### src/rtl/chunk_head_pkg.sv
// Shared defaults and FSM encoding for the chunk-head address pipeline.
package chunk_head_pkg;

  localparam int unsigned CFG_WORK_BW        = 16;
  localparam int unsigned CFG_VDIM           = 2;
  localparam int unsigned CFG_DIM            = 4;
  localparam int unsigned CFG_N_ICFG         = 4;
  localparam int unsigned CFG_STRIDE_FRAC_BW = 4;
  localparam int unsigned CFG_STRIDE_BW      = 3;

  typedef enum logic [1:0] {
    IDLE = 2'd0,
    RUN  = 2'd1,
    DONE = 2'd2
  } fsm_e;

endpackage

### src/rtl/chunk_head_pipe_next_cfg_finder.sv
// Priority search: lowest enabled config id in [i_lo, i_end), ids beyond N_ICFG never match.
module chunk_head_pipe_next_cfg_finder #(
  parameter int unsigned N_ICFG  = 4,
  parameter int unsigned ICFG_BW = 3
) (
  input  logic [N_ICFG-1:0]  i_mask,
  input  logic [ICFG_BW-1:0] i_lo,
  input  logic [ICFG_BW-1:0] i_end,
  output logic               o_found,
  output logic [ICFG_BW-1:0] o_id
);

  // Descending scan so the lowest qualifying id is the one left standing.
  always_comb begin
    o_found = 1'b0;
    o_id    = '0;
    for (int i = N_ICFG - 1; i >= 0; i--) begin
      if (i_mask[i] && (ICFG_BW'(i) >= i_lo) && (ICFG_BW'(i) < i_end)) begin
        o_found = 1'b1;
        o_id    = ICFG_BW'(i);
      end
    end
  end

endmodule

### src/rtl/chunk_head_pipe.sv
// Walks enabled config ids of a range and emits one scaled, shuffled, accumulated offset vector per id.
module chunk_head_pipe
  import chunk_head_pkg::*;
#(
  parameter int unsigned WBW     = CFG_WORK_BW,
  parameter int unsigned VDIM    = CFG_VDIM,
  parameter int unsigned DIM     = CFG_DIM,
  parameter int unsigned N_ICFG  = CFG_N_ICFG,
  parameter int unsigned SF_BW   = CFG_STRIDE_FRAC_BW,
  parameter int unsigned SS_BW   = CFG_STRIDE_BW,
  parameter int unsigned ICFG_BW = $clog2(N_ICFG + 1),
  parameter int unsigned DIM_BW  = $clog2(DIM)
) (
  input  logic                                    i_clk,
  input  logic                                    i_rst,
  input  logic                                    i_abofs_rdy,
  output logic                                    i_abofs_ack,
  input  logic [VDIM-1:0][WBW-1:0]                i_bofs,
  input  logic [VDIM-1:0][WBW-1:0]                i_aofs,
  input  logic [ICFG_BW-1:0]                      i_beg,
  input  logic [ICFG_BW-1:0]                      i_end,
  input  logic [N_ICFG-1:0]                       i_cfg_en,
  input  logic [N_ICFG-1:0][DIM-1:0][WBW-1:0]     i_global_mofs,
  input  logic [N_ICFG-1:0][VDIM-1:0][DIM_BW-1:0] i_global_bshufs,
  input  logic [N_ICFG-1:0][VDIM-1:0][DIM_BW-1:0] i_global_ashufs,
  input  logic [N_ICFG-1:0][VDIM-1:0][SF_BW-1:0]  i_bstrides_frac,
  input  logic [N_ICFG-1:0][VDIM-1:0][SF_BW-1:0]  i_astrides_frac,
  input  logic [N_ICFG-1:0][VDIM-1:0][SS_BW-1:0]  i_bstrides_shamt,
  input  logic [N_ICFG-1:0][VDIM-1:0][SS_BW-1:0]  i_astrides_shamt,
  output logic                                    o_mofs_rdy,
  input  logic                                    o_mofs_ack,
  output logic [DIM-1:0][WBW-1:0]                 o_mofs,
  output logic [ICFG_BW-1:0]                      o_id,
  output logic                                    o_islast
);

  localparam int unsigned IDX_BW = (N_ICFG > 1) ? $clog2(N_ICFG) : 1;

  fsm_e                            state_q, state_d;
  logic                            s1_vld_q, s1_vld_d;
  logic [ICFG_BW-1:0]              s1_id_q, s1_id_d;
  logic [VDIM-1:0][WBW-1:0]        s1_bprod_q, s1_bprod_d;
  logic [VDIM-1:0][WBW-1:0]        s1_aprod_q, s1_aprod_d;
  logic [VDIM-1:0][DIM_BW-1:0]     s1_bshuf_q, s1_bshuf_d;
  logic [VDIM-1:0][DIM_BW-1:0]     s1_ashuf_q, s1_ashuf_d;
  logic                            mofs_rdy_q, mofs_rdy_d;
  logic [DIM-1:0][WBW-1:0]         mofs_q, mofs_d;
  logic [ICFG_BW-1:0]              id_q, id_d;
  logic                            islast_q, islast_d;

  logic                            first_found, nxt_found;
  logic [ICFG_BW-1:0]              first_id, nxt_id, ld_id;
  logic [IDX_BW-1:0]               ld_idx, s1_idx;
  logic                            ld, s1_adv;
  logic [DIM-1:0][WBW-1:0]         acc;

  function automatic logic [WBW-1:0] scale(input logic [WBW-1:0]   ofs,
                                           input logic [SF_BW-1:0] frac,
                                           input logic [SS_BW-1:0] shamt);
    logic [WBW-1:0] m;
    m = ofs * WBW'(frac);
    return m << shamt;
  endfunction

  chunk_head_pipe_next_cfg_finder #(.N_ICFG(N_ICFG), .ICFG_BW(ICFG_BW)) u_first (
    .i_mask  (i_cfg_en),
    .i_lo    (i_beg),
    .i_end   (i_end),
    .o_found (first_found),
    .o_id    (first_id)
  );

  chunk_head_pipe_next_cfg_finder #(.N_ICFG(N_ICFG), .ICFG_BW(ICFG_BW)) u_next (
    .i_mask  (i_cfg_en),
    .i_lo    (s1_id_q + ICFG_BW'(1)),
    .i_end   (i_end),
    .o_found (nxt_found),
    .o_id    (nxt_id)
  );

  assign s1_idx = IDX_BW'(s1_id_q);

  // Stage-2 shuffle-accumulate: lanes steering to the same dim add up.
  always_comb begin
    for (int d = 0; d < DIM; d++) begin
      acc[d] = i_global_mofs[s1_idx][d];
      for (int l = 0; l < VDIM; l++) begin
        if (s1_bshuf_q[l] == DIM_BW'(d)) acc[d] = acc[d] + s1_bprod_q[l];
        if (s1_ashuf_q[l] == DIM_BW'(d)) acc[d] = acc[d] + s1_aprod_q[l];
      end
    end
  end

  always_comb begin
    state_d     = state_q;
    s1_vld_d    = s1_vld_q;
    s1_id_d     = s1_id_q;
    s1_bprod_d  = s1_bprod_q;
    s1_aprod_d  = s1_aprod_q;
    s1_bshuf_d  = s1_bshuf_q;
    s1_ashuf_d  = s1_ashuf_q;
    mofs_rdy_d  = mofs_rdy_q;
    mofs_d      = mofs_q;
    id_d        = id_q;
    islast_d    = islast_q;
    ld          = 1'b0;
    ld_id       = first_id;
    ld_idx      = '0;
    i_abofs_ack = 1'b0;

    // Stage 1 moves on when the output slot is free or draining this cycle.
    s1_adv = s1_vld_q && (!mofs_rdy_q || o_mofs_ack);
    if (s1_adv) begin
      mofs_rdy_d = 1'b1;
      mofs_d     = acc;
      id_d       = s1_id_q;
      islast_d   = !nxt_found;
      s1_vld_d   = nxt_found;
      ld         = nxt_found;
      ld_id      = nxt_id;
    end else if (o_mofs_ack) begin
      mofs_rdy_d = 1'b0;
    end

    case (state_q)
      IDLE: begin
        if (i_abofs_rdy) begin
          if (first_found) begin
            ld       = 1'b1;
            ld_id    = first_id;
            s1_vld_d = 1'b1;
            state_d  = RUN;
          end else begin
            state_d = DONE;
          end
        end
      end
      RUN: begin
        if (o_mofs_ack && mofs_rdy_q && islast_q) begin
          i_abofs_ack = 1'b1;
          state_d     = IDLE;
        end
      end
      DONE: begin
        i_abofs_ack = 1'b1;
        state_d     = IDLE;
      end
      default: state_d = IDLE;
    endcase

    if (ld) begin
      ld_idx     = IDX_BW'(ld_id);
      s1_id_d    = ld_id;
      s1_bshuf_d = i_global_bshufs[ld_idx];
      s1_ashuf_d = i_global_ashufs[ld_idx];
      for (int l = 0; l < VDIM; l++) begin
        s1_bprod_d[l] = scale(i_bofs[l], i_bstrides_frac[ld_idx][l], i_bstrides_shamt[ld_idx][l]);
        s1_aprod_d[l] = scale(i_aofs[l], i_astrides_frac[ld_idx][l], i_astrides_shamt[ld_idx][l]);
      end
    end
  end

  always_ff @(posedge i_clk or negedge i_rst) begin
    if (!i_rst) begin
      state_q    <= IDLE;
      s1_vld_q   <= 1'b0;
      s1_id_q    <= '0;
      s1_bprod_q <= '0;
      s1_aprod_q <= '0;
      s1_bshuf_q <= '0;
      s1_ashuf_q <= '0;
      mofs_rdy_q <= 1'b0;
      mofs_q     <= '0;
      id_q       <= '0;
      islast_q   <= 1'b0;
    end else begin
      state_q    <= state_d;
      s1_vld_q   <= s1_vld_d;
      s1_id_q    <= s1_id_d;
      s1_bprod_q <= s1_bprod_d;
      s1_aprod_q <= s1_aprod_d;
      s1_bshuf_q <= s1_bshuf_d;
      s1_ashuf_q <= s1_ashuf_d;
      mofs_rdy_q <= mofs_rdy_d;
      mofs_q     <= mofs_d;
      id_q       <= id_d;
      islast_q   <= islast_d;
    end
  end

  assign o_mofs_rdy = mofs_rdy_q;
  assign o_mofs     = mofs_q;
  assign o_id       = id_q;
  assign o_islast   = islast_q;

endmodule

### config.mk
export PLATFORM = sky130hd
export DESIGN_NAME = chunk_head_pipe
export DESIGN_NICKNAME = d
export VERILOG_FILES = /design/src/rtl/chunk_head_pkg.sv /design/src/rtl/chunk_head_pipe_next_cfg_finder.sv /design/src/rtl/chunk_head_pipe.sv
export SDC_FILE = /design/constraint.sdc
export NUM_CORES = 2
export LEC_CHECK = 0
export CORE_MARGIN = 4
export CORE_UTILIZATION = 35
export CTS_CLUSTER_SIZE = 24
export DETAILED_ROUTE_END_ITERATION = 10
export HOLD_SLACK_MARGIN = 0.1
export PLACE_DENSITY_LB_ADDON = 0.12
export RECOVER_POWER = 100
export SLEW_MARGIN = 20
export SYNTH_ARGS = -nofsm -noshare
export SYNTH_HDL_FRONTEND = slang
export SYNTH_SLANG_ARGS = --single-unit
export TNS_END_PERCENT = 5
### constraint.sdc
create_clock -name i_clk -period 8.2 [get_ports i_clk]
set_input_delay 0.82 -clock i_clk [delete_from_list [all_inputs] [get_ports i_clk]]
set_output_delay 0.82 -clock i_clk [all_outputs]
set_load 0.01 [all_outputs]
==> results.toml <==
[outcome]
outcome = "finished with violations"
violations = "max-capacitance violations, max-slew violations"

[min_path]
min_path_type = "register to register"

[sta]
hold_viol_final = 0
drv_slew = 223
final-setup-viol-count = 0
fin_crit_ns = 7.91
timing.final.crit_share = 0.965
max_slew_margin = -0.926
fmaxAchievable_mhz = 126
tightest_slew_ns = 2.89
final.setup_skew_ns = 0.0171
rsz0062_at_grt = "yes"

[detailed_routing]
vias = 30900
drtIter0Drc = 1597
drt-vias-per-instance = 5.32
wl_um = 116000
wl_per_cell_um = 20.0
drc = 0
drtPass1Iterations = 5
antenna_left = 0

[clock_tree]
ctsHoldBuffers = 0
htree_levels = 4
cts_buffers = 17
root_buffer = "clkbuf_16"
clock_path_buffers = 2
cts_tree = "yes"
clk_latency_ns = 0.48
cts.clk_slew.worst_paths_ns = 0.07
cts_sinks = 145

[critical_path]
cp_data_required_time_ns = 8.62
worstSetupPathType = "primary input to register"
worstPathMaxFanout = 4
cp_common_cell = "nor2_1"
max_stage_delay_ns = 0.55
start_kind = "primary input"
endpoint_kind = "register"
slowest_stage = "mux4_2"
cp.arrival_ns = 8.33

[layout]
regArea_um2 = 3640
multi_input_area_um2 = 24900
syn_to_final_growth_pct = 33.7
layout_commonest_cell = "nand2_1"
final_cells = 5802
fillers = 8521
layout-drive-gt1-share = 0.128
nets = 5573
final_cell_mix = "nand2_1 (543), clkdlybuf4s50_1 (473), buf_4 (363)"
utilization = 0.475

[logic_synthesis]
ys_seq_area_frac = 0.121
yosys.area.top_type = "ha_1"
synth-adder-area-share = 0.215
synth_xor_area_frac = 0.0653
synth_top_family_by_area = "compound AO/OA/AOI/OAI gates"
ys_top_cells_by_area = "ha_1 (14%), dfrtp_1 (12%), fa_1 (7.8%), nand2_1 (6.8%), mux4_2 (5.4%)"
syn_avg_cell_area_um2 = 7.78
synth_cell_type_count = 93
synth.net_count = 4762
syn-cell-area_um2 = 29900
synth_edf_count = 0
synth_compound_area_frac = 0.216
synth_top_area_share = 0.137
ys_warn_count = 0
synth-async-reset-ratio = 1.00
synthFlopType = "dfrtp_1"
synth_mux_area_frac = 0.119
synth-simple-area-share = 0.213
ys_ff_latch = 145
syn_inst = 3841

[placed_design]
hpwl_um = 99100
place_congestion = 0.917
portBuffers = 546
dp_cells = 5750

[grt]
grt_start_max_net_pins = 74
grt_pass1_wl_um = 177000
grtUsageTotal = 0.252
antenna_found_initial = 2
grt_overflow = 0
grt_pass1_vias = 31000

[floorplan]
core_area_um2 = 84200
initial_core_util = 0.355
die_x_um = 300
dieArea_um2 = 90200
die_h_um = 300
ios = 548
row_count = 106

[flow_run]
maxCapViolCount = 4
-- Yosys cell counts, drive strengths merged (49+ instances only) --
cell type	number
a21o	75
inv	236
mux2i	126
ha	327
clkbuf	124
nand3	111
dfrtp	145
o21ai	266
and3	49
and2	105
a21oi	268
mux4	72
xnor2	125
nor3	78
fa	116
a211oi	66
mux2	57
nor2	292
nand2	544
xor2	82
-- cells by family (layout without fill, tap and decap cells) --
group,Yosys count,in the layout
buffers and inverters,399,1223
other,1,4
muxes,255,255
and+or+nand+nor,1371,1371
xor gates and xnor gates,213,213
AOI/OAI and AO/OA,1014,1014
DFF,145,145
adders and majority gates,443,443
-- path summary, 6_finish.rpt --
kind | to | start | slack (ns) | cells after the start
max | o_mofs[31]$_DFFE_PN0P_ | i_global_mofs[208] | 0.29 | 38
min | o_mofs[20]$_DFFE_PN0P_ | o_mofs[20]$_DFFE_PN0P_ | 0.47 | 2
max reg2reg | o_mofs[31]$_DFFE_PN0P_ | s1_id_q[0]$_DFFE_PN0P_ | 0.32 | 38
min reg2reg | o_mofs[20]$_DFFE_PN0P_ | o_mofs[20]$_DFFE_PN0P_ | 0.47 | 2
max in group asynchronous | o_mofs[20]$_DFFE_PN0P_ | i_rst | 2.42 | 3
min in group asynchronous | s1_bprod_q[1]$_DFFE_PN0P_ | i_rst | 1.28 | 1
-- stage by stage --
step | worst slack [ns] | hold slack (ns) | instance area (um2) | TNS [ns]
2_1_floorplan | -0.0301 | 0.474 | 29900 | -0.0301
3_3_place_gp | -0.456 | 0.464 | 39200 | -1.15
3_5_place_dp | -0.523 | 0.468 | 39200 | -1.57
4_1_cts | 0.0426 | 0.268 | 39800 | 0
5_1_grt | -0.0698 | 0.502 | 40000 | -0.142
6_report | 0.287 | 0.470 | 40000 | 0
-- what timing repair did --
action | 4_1_cts | 5_1_grt
buffers inserted | 0 | 17
pin swaps | 0 | 10
setup endpoints to repair | 1 | 11
resized for setup | 1 | 46
-- layout make-up --
class	instances	share of cell area
multi-input combinational	3297	0.623
timing repair buffer	955	0.213
sequential	145	0.0910
tap	1134	0.0355
inverter	236	0.0222
clock buffer	19	0.0111
clock inverter	13	0.00438
antenna	3	0.000188
-- worst max-delay path, delay by kind of cell --
kind | cells | cell delay, ns
buffers and inverters | 4 | 0.76
XOR/XNOR | 4 | 0.52
multiplexers | 2 | 0.84
AO/OA/AOI/OAI | 13 | 2.53
AND/OR/NAND/NOR | 10 | 1.42
adder cells (fa/ha/maj) | 5 | 1.44
-- registers in the layout (all words and copies together) (netlist names) --
| name | cells |
|---|---|
| o_mofs | 64 |
| s1_bshuf_q | 4 |
| s1_ashuf_q | 4 |
| o_islast | 1 |
| o_id | 2 |
| state_q | 2 |
| s1_aprod_q | 32 |
| s1_id_q | 2 |
| s1_bprod_q | 32 |
| o_mofs_rdy | 1 |
| s1_vld_q | 1 |
-- per-layer routing --
metal	wire (um)	global-route usage	vias up
li1	-	-	15400
met1	51000	0.318	14700
met2	57100	0.457	675
met3	5220	0.0318	112
met4	2660	0.0549	4
met5	34	0	-
Power is not shown: default switching activity piles up to over one toggle a cycle in this logic, so the estimate is an artifact.
